### src/rtl/mux_sel_sequencer.sv
// -----------------------------------------------------------------------------
// mux_sel_sequencer
//
// Exhaustive stimulus sequencer and response checker for a 2-to-1 mux stage.
// It walks the packed pattern {sel, in1, in0} through every value from 0 to
// all-ones. Each pattern is held for DWELL_CYCLES cycles so the mux can settle.
// The mux output is then sampled once and compared against sel ? in1 : in0.
// When the sweep ends the block reports a saturating mismatch count, the first
// failing pattern and a pass flag.
//
// Ports:
//   clk_i          system clock, all logic on the rising edge
//   rst_i          synchronous reset, active-high
//   start_i        one-cycle sweep request, honoured only in IDLE
//   mux_out_i      output of the mux under test
//   sel_o          select driven to the mux (pattern bit 2)
//   in1_o          data input 1 driven to the mux (pattern bit 1)
//   in0_o          data input 0 driven to the mux (pattern bit 0)
//   busy_o         high while a sweep is in progress
//   done_o         one-cycle pulse when the sweep completes
//   pass_o         last completed sweep had zero mismatches
//   err_count_o    mismatch count of the current or last sweep (saturating)
//   first_fail_o   pattern of the first mismatch, valid when err_count_o != 0
// -----------------------------------------------------------------------------
module mux_sel_sequencer #(
    parameter int NUM_INPUTS   = 3,
    parameter int DWELL_CYCLES = 10,
    parameter int ERR_W        = 4
) (
    input  logic                  clk_i,
    input  logic                  rst_i,
    input  logic                  start_i,
    input  logic                  mux_out_i,
    output logic                  sel_o,
    output logic                  in1_o,
    output logic                  in0_o,
    output logic                  busy_o,
    output logic                  done_o,
    output logic                  pass_o,
    output logic [ERR_W-1:0]      err_count_o,
    output logic [NUM_INPUTS-1:0] first_fail_o
);

    localparam int CNT_W = (DWELL_CYCLES > 1) ? $clog2(DWELL_CYCLES) : 1;
    localparam logic [CNT_W-1:0]      DWELL_LAST = CNT_W'(DWELL_CYCLES - 1);
    localparam logic [NUM_INPUTS-1:0] PAT_LAST   = '1;
    localparam logic [ERR_W-1:0]      ERR_MAX    = '1;

    typedef enum logic [2:0] {
        IDLE,
        DRIVE,
        SAMPLE,
        ADVANCE,
        FINISH
    } state_e;

    state_e                state_q, state_d;
    logic [NUM_INPUTS-1:0] pattern_q, pattern_d;
    logic [CNT_W-1:0]      dwellCnt_q, dwellCnt_d;
    logic [ERR_W-1:0]      errCount_q, errCount_d;
    logic [NUM_INPUTS-1:0] firstFail_q, firstFail_d;
    logic                  pass_q, pass_d;
    logic                  expectedOut;
    logic                  driving;

    // Reference behaviour of an ideal 2-to-1 mux for the pattern being held.
    assign expectedOut = pattern_q[2] ? pattern_q[1] : pattern_q[0];

    // State and datapath registers. Reset is synchronous and aborts a sweep
    // outright, so no done pulse can follow it.
    always_ff @(posedge clk_i) begin
        if (rst_i) begin
            state_q     <= IDLE;
            pattern_q   <= '0;
            dwellCnt_q  <= '0;
            errCount_q  <= '0;
            firstFail_q <= '0;
            pass_q      <= 1'b0;
        end else begin
            state_q     <= state_d;
            pattern_q   <= pattern_d;
            dwellCnt_q  <= dwellCnt_d;
            errCount_q  <= errCount_d;
            firstFail_q <= firstFail_d;
            pass_q      <= pass_d;
        end
    end

    // Next-state and datapath update. Results (pass, error count, first
    // failure) are only cleared by an accepted start, so they stay readable
    // in IDLE after a sweep. start is only looked at in IDLE, which makes it
    // ignored both mid-sweep and in the FINISH cycle.
    always_comb begin
        state_d     = state_q;
        pattern_d   = pattern_q;
        dwellCnt_d  = dwellCnt_q;
        errCount_d  = errCount_q;
        firstFail_d = firstFail_q;
        pass_d      = pass_q;

        unique case (state_q)
            IDLE: begin
                if (start_i) begin
                    state_d     = DRIVE;
                    pattern_d   = '0;
                    dwellCnt_d  = '0;
                    errCount_d  = '0;
                    firstFail_d = '0;
                    pass_d      = 1'b0;
                end
            end
            DRIVE: begin
                dwellCnt_d = dwellCnt_q + 1'b1;
                if (dwellCnt_q == DWELL_LAST) begin
                    state_d = SAMPLE;
                end
            end
            SAMPLE: begin
                // Only the first mismatch is captured; the count saturates
                // instead of wrapping back to a misleading small value.
                if (mux_out_i != expectedOut) begin
                    if (errCount_q == '0) begin
                        firstFail_d = pattern_q;
                    end
                    if (errCount_q != ERR_MAX) begin
                        errCount_d = errCount_q + 1'b1;
                    end
                end
                state_d = ADVANCE;
            end
            ADVANCE: begin
                if (pattern_q == PAT_LAST) begin
                    state_d = FINISH;
                end else begin
                    pattern_d  = pattern_q + 1'b1;
                    dwellCnt_d = '0;
                    state_d    = DRIVE;
                end
            end
            FINISH: begin
                pass_d  = (errCount_q == '0);
                state_d = IDLE;
            end
            default: begin
                state_d = IDLE;
            end
        endcase
    end

    // Output decode. The pattern is presented throughout DRIVE, SAMPLE and
    // ADVANCE, so the mux inputs change only on entry to the next DRIVE, and
    // are parked at zero in IDLE and FINISH.
    always_comb begin
        driving      = (state_q == DRIVE) || (state_q == SAMPLE) || (state_q == ADVANCE);
        sel_o        = driving & pattern_q[2];
        in1_o        = driving & pattern_q[1];
        in0_o        = driving & pattern_q[0];
        busy_o       = driving;
        done_o       = (state_q == FINISH);
        pass_o       = pass_q;
        err_count_o  = errCount_q;
        first_fail_o = firstFail_q;
    end

endmodule

### config.mk
export PLATFORM = sky130hd
export DESIGN_NAME = mux_sel_sequencer
export DESIGN_NICKNAME = d
export VERILOG_FILES = /design/src/rtl/mux_sel_sequencer.sv
export SDC_FILE = /design/constraint.sdc
export NUM_CORES = 1
export LEC_CHECK = 0
export BUFFER_PORTS_ARGS = -buffer_cell sky130_fd_sc_hd__clkbuf_2
export CAP_MARGIN = 20
export CORE_ASPECT_RATIO = 1.4
export CORE_MARGIN = 10
export CORE_UTILIZATION = 49
export DETAILED_ROUTE_END_ITERATION = 6
export PLACE_DENSITY = 0.74
export SKIP_LAST_GASP = 1
export SYNTH_ARGS = -nofsm -noshare
export SYNTH_HDL_FRONTEND = slang
export SYNTH_SLANG_ARGS = --single-unit
### constraint.sdc
create_clock -name clk_i -period 1.4 [get_ports clk_i]
set_input_delay 0.07 -clock clk_i [delete_from_list [all_inputs] [get_ports clk_i]]
set_output_delay 0.07 -clock clk_i [all_outputs]
set_load 0.02 [all_outputs]
==> results of run 1 <==
-- flip-flops by register name (all words and copies together), names as in the netlist --
signal	cells
err_count_o	4
state_q	3
first_fail_o	3
dwellCnt_q	4
pattern_q	3
pass_o	1
-- per-stage QoR --
stage	TNS, ns	worst slack (ns)
final	-0.364	-0.0996
after global routing	-1.26	-0.179
after CTS	-0.385	-0.0822
after detailed placement	-0.857	-0.127
after global placement	-0.307	-0.0500
after floorplan	0	0.00769
-- where the power goes --
group,total (W),switching (W),leakage [nW],internal [W]
sequential,0.000567,0.0000328,0.150,0.000535
clock,0.000336,0.000177,0.0210,0.000159
combinational,0.000494,0.000255,0.456,0.000239
-- synth_stat cells (all sizes together) --
master | n | area share, %
dfxtp | 18 | 35
a21oi | 5 | 2.8
inv | 3 | 1.1
o21ai | 1 | 0.48
and2 | 6 | 3.9
ha | 6 | 7.3
nand3 | 1 | 0.48
mux2i | 6 | 5.8
xnor2 | 2 | 1.7
nand2b | 7 | 4.2
a22oi | 3 | 2.2
or3 | 2 | 1.2
nor2 | 14 | 5.1
o31ai | 1 | 0.73
nor2b | 1 | 0.61
a211oi | 2 | 1.5
a21bo | 1 | 0.97
nand3b | 2 | 1.5
and3 | 2 | 1.2
clkbuf | 3 | 3.0
or2b | 1 | 0.85
buf | 1 | 0.48
nand4 | 1 | 0.61
a31oi | 3 | 3.3
mux2 | 1 | 1.1
a21o | 1 | 0.73
and2b | 1 | 0.85
xor2 | 1 | 0.85
or3b | 1 | 0.85
a311oi | 2 | 1.7
nand2 | 7 | 2.5
o21bai | 1 | 0.73
o21a | 1 | 0.73
nor3b | 1 | 0.73
nor3 | 4 | 1.9
o211ai | 1 | 0.73
or4 | 1 | 0.73
-- worst max-delay path: stages, from the launching register on --
cell and delay (ns):
dfxtp_4 0.39, ha_4 0.17, ha_4 0.16, nand3b_1 0.17
a21o_4 0.25, a22oi_2 0.20, nor2_1 0.06
-- what timing repair did --
item | in CTS | in global routing
pin swaps | 13 | 12
cloned | 0 | 0
gates resized for setup | 25 | 23
buffers inserted | 5 | 0
setup endpoints to repair | 17 | 20
-- area by class of cell --
cell class	instances	area, sq um
inverter	3	11.3
multi-input combinational	90	773
timing repair buffer	36	265
clock buffer	4	36.3
tap	21	26.3
sequential	18	379
fill	140	505
-- final timing paths --
kind                   startpoint               to  slack [ns]  depth (start not counted)
hold / removal              rst_i   err_count_o[2]        0.16                          2
setup / recovery     pattern_q[0]     pattern_q[1]        -0.1                          6
hold reg to reg   first_fail_o[2]  first_fail_o[2]        0.49                          2
setup reg to reg     pattern_q[0]     pattern_q[1]        -0.1                          6
-- cells by family (layout without fill, tap and decap cells) --
| kind of cell | after synthesis | count (layout) |
|---|---|---|
| AO/OA/AOI/OAI | 22 | 22 |
| XOR/XNOR | 3 | 3 |
| adder cells (fa/ha/maj) | 6 | 6 |
| buffers and inverters | 7 | 43 |
| flip-flops | 18 | 18 |
| multiplexers | 7 | 7 |
| AND/OR/NAND/NOR | 52 | 52 |
-- per-layer routing --
metal  wire, um  track usage [%]  vias to the layer above
li1           -                -                      481
met1       1010             12.5                      476
met2       1540             23.9                       18
met3        128             3.41                        7
met4         57             5.63                        0
met5          0                0                        -
==> impl_metrics.csv, run 1 <==
group,metric,value,unit
timing,min_hold_slack,0.161,ns
logic_synthesis,synth_fp_nets,125,
setup_path,timing.critical_path.required,1.59,ns
floorplanning,die_area,0.00437,sq mm
floorplanning,fp.dieH,74.3,um
logic_synthesis,ys_types,41,
finish,drive_gt1_share,49.7,%
logic_synthesis,synth_top_family_by_area,"simple AND/OR/NAND/NOR gates",
grt,grt_max_degree,18,
floorplanning,die_x,58.8,um
setup_path,timing.critical_path.fanout_max,4,
drt,viasPerCell,5.71,
logic_synthesis,synth-seq-area-share,34.9,%
timing,timing.max_slew.rel_slack,77.8,%
place,dp_hpwl,1860,um
setup_path,start_kind,"register",
drt,first_pass_iters,4,
timing,final.setup.worst_slack,-0.0996,ns
logic_synthesis,yosys.area_share.adder,7.27,%
clock_tree,number_of_clock_sinks,18,
job,drv_cap,0,
clock_tree,clock_root_cell,"clkbuf_4",
timing,transition_time_of_the_tightest_slew_check_pin,0.334,ns
floorplanning,io_pins,17,
finish,final-instance-count-excl-fill,172,
clock_tree,cts_htree_levels,1,
clock_tree,cts_tree,"yes",
logic_synthesis,synthesis.area_per_instance,8.98,sq um
finish,mostFrequentLayoutCells,"buf_4 (18), dfxtp_1 (13), clkbuf_2 (12)",
pwr,finalPower,0.00140,W
drt,route.detailed.drc,0,
floorplanning,rows,19,
logic_synthesis,synthesis.area,0.00103,sq mm
finish,nets,162,
setup_path,critPathArrivalTime,1.69,ns
logic_synthesis,synth_compound_gate_area_share,16.5,%
timing,final-max-slew-violation-count,0,
grt,grt_antenna_before_repair,0,
clock_tree,cts.path.max_buffers,2,
timing,setup_repair_after_global_routing_missed_its_margin,"yes",
grt,grt_pass1_wl,4410,um
place,dp.cells,164,
timing,finalSetupViolCount,7,
logic_synthesis,syn-instance-count,115,
setup_path,worst-setup-path-type,"reg -> reg",
timing,number_of_hold_slack_violations_in_the_final_timing_report,0,
drt,finalWirelength,2740,um
drt,num_vias,982,
grt,vias_in_the_first_global_route,968,
place,buffer_ports.inserted,16,
setup_path,worstSetupEndpointType,"register",
clock_tree,clock_latency,0.31,ns
logic_synthesis,yosys_register_bits,18,
logic_synthesis,synth-warning-count,0,
drt,detail_route.wl_per_cell,15.9,um
floorplanning,initial_core_util,51.7,%
floorplanning,fp.coreArea,0.00200,sq mm
drt,final_antenna_net_count,0,
timing,final.period_utilization,107,%
drt,drt_iter0_markers,19,
clock_tree,hold_buf_cts,0,
timing,fmax,0.667,GHz
place,place.gp.congestion,0.896,
pwr,power_leakage,0.627,nW
logic_synthesis,synth_simple_gate_area_share,27.3,%
finish,finish.utilization,74.7,%
logic_synthesis,synthXorXnorAreaFrac,2.55,%
pwr,peakVddDrop,0.000759,V
clock_tree,tritoncts.num_buffers,3,
grt,gr-usage-all-layers,12.7,%
grt,grt_overflow,0,
outcome,failed_checks,"setup timing",
timing,fin_worst_skew,0.00551,ns
logic_synthesis,synth.mux.area_fraction,6.91,%
pwr,p_per_area,937,mW/mm^2
clock_tree,path_clk_slew,0.11,ns
outcome,outcome,"finished, violations left",
place,post_dp_cell_area,0.00125,sq mm
finish,inserted_diodes,0,
timing,final_period_minus_worst_setup_slack,1.50,ns
finish,layout_commonest_cell,"buf_4",
finish,design_area,0.00149,sq mm
hold_path,worst_hold_path_type,"in -> reg",
finish,layout-area-overhead-vs-synth,44.5,%
Power figures use the tool's default switching activity.
==> run 2: changes to the inputs <==
CORE_UTILIZATION = 50   (was 49)
PLACE_DENSITY = 0.72   (was 0.74)
clock period = 1.8 ns   (was 1.4 ns; I/O delays follow)
==> run 2 against run 1 <==
  * Combinational power shrank 57%
  * The run now ends clean
  * Largest cell class unchanged
  * Non-clock buffer count shrank 19
  * Critical path depth shrank 2
  * First-iteration DRC count grew 37%
  * Critical path type unchanged
  * Worst setup slack gained 0.21 ns
  * Sequential power shrank 19%
  * Utilization shrank 17 points
  * Routed wire length shrank 22%
  * Die area shrank 1.4%
  * Flip-flop and latch count is the same
==> impl_metrics.csv, run 2 (same netlist as run 1, synthesis figures left out) <==
group,metric,value,unit
timing,min_hold_slack,0.197,ns
pwr,finalPower,0.000869,W
grt,grt_pass1_wl,3540,um
drt,drt_iter0_markers,26,
place,place.gp.congestion,0.830,
finish,layout-area-overhead-vs-synth,9.70,%
finish,layout_commonest_cell,"dfxtp_1",
timing,finalSetupViolCount,0,
hold_path,hold_depth,2,
floorplanning,die_x,58.4,um
setup_path,worstRegToRegCells,4,
timing,setup_repair_after_global_routing_missed_its_margin,"no",
setup_path,worstSetupEndpointType,"register",
setup_path,timing.critical_path.fanout_max,5,
place,dp_hpwl,1660,um
setup_path,critPathMaxStageDelay,0.44,ns
setup_path,critical_path.startpoint,"pattern_q[2]",
drt,route.detailed.drc,0,
grt,vias_in_the_first_global_route,808,
hold_path,worst_hold_path_type,"in -> reg",
job,drv_cap,0,
setup_path,worst_r2r_startpoint,"pattern_q[2]",
grt,grt_max_degree,18,
outcome,outcome,"completed",
clock_tree,cts_htree_levels,1,
setup_path,critPathArrivalTime,1.92,ns
drt,num_vias,859,
hold_path,worstHoldStart,"rst_i",
finish,nets,143,
setup_path,critical-path-slowest-cell,"dfxtp_1",
grt,gr-usage-all-layers,10.3,%
grt,grt_antenna_before_repair,0,
drt,first_pass_iters,4,
grt,grt_overflow,0,
timing,fin_worst_skew,0.00237,ns
timing,fmax,0.591,GHz
setup_path,cpMostUsedCell,"mux2i_1",
setup_path,start_kind,"register",
drt,viasPerCell,5.65,
drt,finalWirelength,2150,um
finish,inserted_diodes,0,
drt,detail_route.wl_per_cell,14.1,um
clock_tree,resized_gates_after_cts,0,
setup_path,worst-setup-path-type,"reg -> reg",
pwr,p_per_area,768,mW/mm^2
finish,drive_gt1_share,22.1,%
timing,final-max-slew-violation-count,0,
timing,final_period_minus_worst_setup_slack,1.69,ns
floorplanning,initial_core_util,52.3,%
finish,num-fill-cells,191,
timing,final.setup.tns,0,ns
pwr,power_leakage,0.483,nW
setup_path,timing.critical_path.required,2.03,ns
timing,number_of_hold_slack_violations_in_the_final_timing_report,0,
clock_tree,cts.path.max_buffers,2,
timing,final.period_utilization,94.0,%
clock_tree,cts_tree,"yes",
finish,mostFrequentLayoutCells,"dfxtp_1 (18), clkbuf_2 (16), nor2_1 (14)",
floorplanning,io_pins,17,
timing,final.setup.worst_slack,0.108,ns
clock_tree,clock_latency,0.29,ns
place,dp.cells,149,
clock_tree,clock_root_cell,"clkbuf_4",
place,worst_case_setup_slack_after_placement,0.142,ns
drt,final_antenna_net_count,0,
clock_tree,tritoncts.num_buffers,3,
place,buffer_ports.inserted,16,
setup_path,cp_cell_sequence,"mux2i_1, mux2_2, a31oi_4, mux2i_1",
floorplanning,fp.dieH,73.8,um
timing,transition_time_of_the_tightest_slew_check_pin,0.446,ns
finish,final-instance-count-excl-fill,152,
floorplanning,rows,19,
clock_tree,hold_buf_cts,0,
pwr,peakVddDrop,0.000585,V
timing,timing.max_slew.rel_slack,70.2,%
clock_tree,number_of_clock_sinks,18,
clock_tree,path_clk_slew,0.10,ns
floorplanning,die_area,0.00431,sq mm
clock_tree,cts_setup_buffers,0,
floorplanning,fp.coreArea,0.00197,sq mm
-- run 2: changes by cell type in the layout (fill, tap and decap cells not counted), moves of 3 or more --
| cell | delta |
|---|---|
| a21oi_1 | +3 |
| buf_4 | -17 |
| buf_6 | -5 |
| clkbuf_2 | +4 |
| dfxtp_1 | +5 |
| dfxtp_4 | -5 |
| nor2_1 | +3 |
| nor2_4 | -3 |
-- run 2: layer usage --
metal,routed length [um],part of all wire (%),global-route usage (%),up-vias
met1,882,41,10.5,406
li1,-,-,-,439
met5,0,0,0,-
met4,42,2.0,6.54,0
met2,1140,53,18.1,9
met3,79,3.7,2.41,5
-- run 2: worst paths after layout --
path / end / slack [ns]
setup reg to reg: first_fail_o[0] / 0.11
setup / recovery: first_fail_o[0] / 0.11
hold / removal: pattern_q[2] / 0.20
hold reg to reg: first_fail_o[2] / 0.49
-- run 2: through the flow --
stage	cell area, sq um	util (%)
global route	1130	57.4
finish	1130	57.4
floorplan	1030	-
global placement	1110	56.2
CTS	1130	57.4
detailed placement	1110	56.2
-- run 2: worst max-delay path: cells and delay by family (launching register included) --
| family | cells | cell delay (ns) |
|---|---|---|
| DFF | 1 | 0.44 |
| muxes | 3 | 0.95 |
| AOI/OAI and AO/OA | 1 | 0.24 |
-- run 2: final cells by class --
class / count / area, sq um / share of cell area [%]
clock buffer: 3 / 22.5 / 1.99
inverter: 3 / 11.3 / 0.994
multi-input combinational: 90 / 624 / 55.1
sequential: 18 / 360 / 31.8
tap: 21 / 26.3 / 2.32
timing repair buffer: 17 / 87.6 / 7.73
-- run 2: power breakdown --
part           total, W  internal [W]  switching, W
sequential     0.000459      0.000419     0.0000394
clock          0.000198     0.0000780      0.000120
combinational  0.000212     0.0000909      0.000122
total          0.000869      0.000588      0.000281
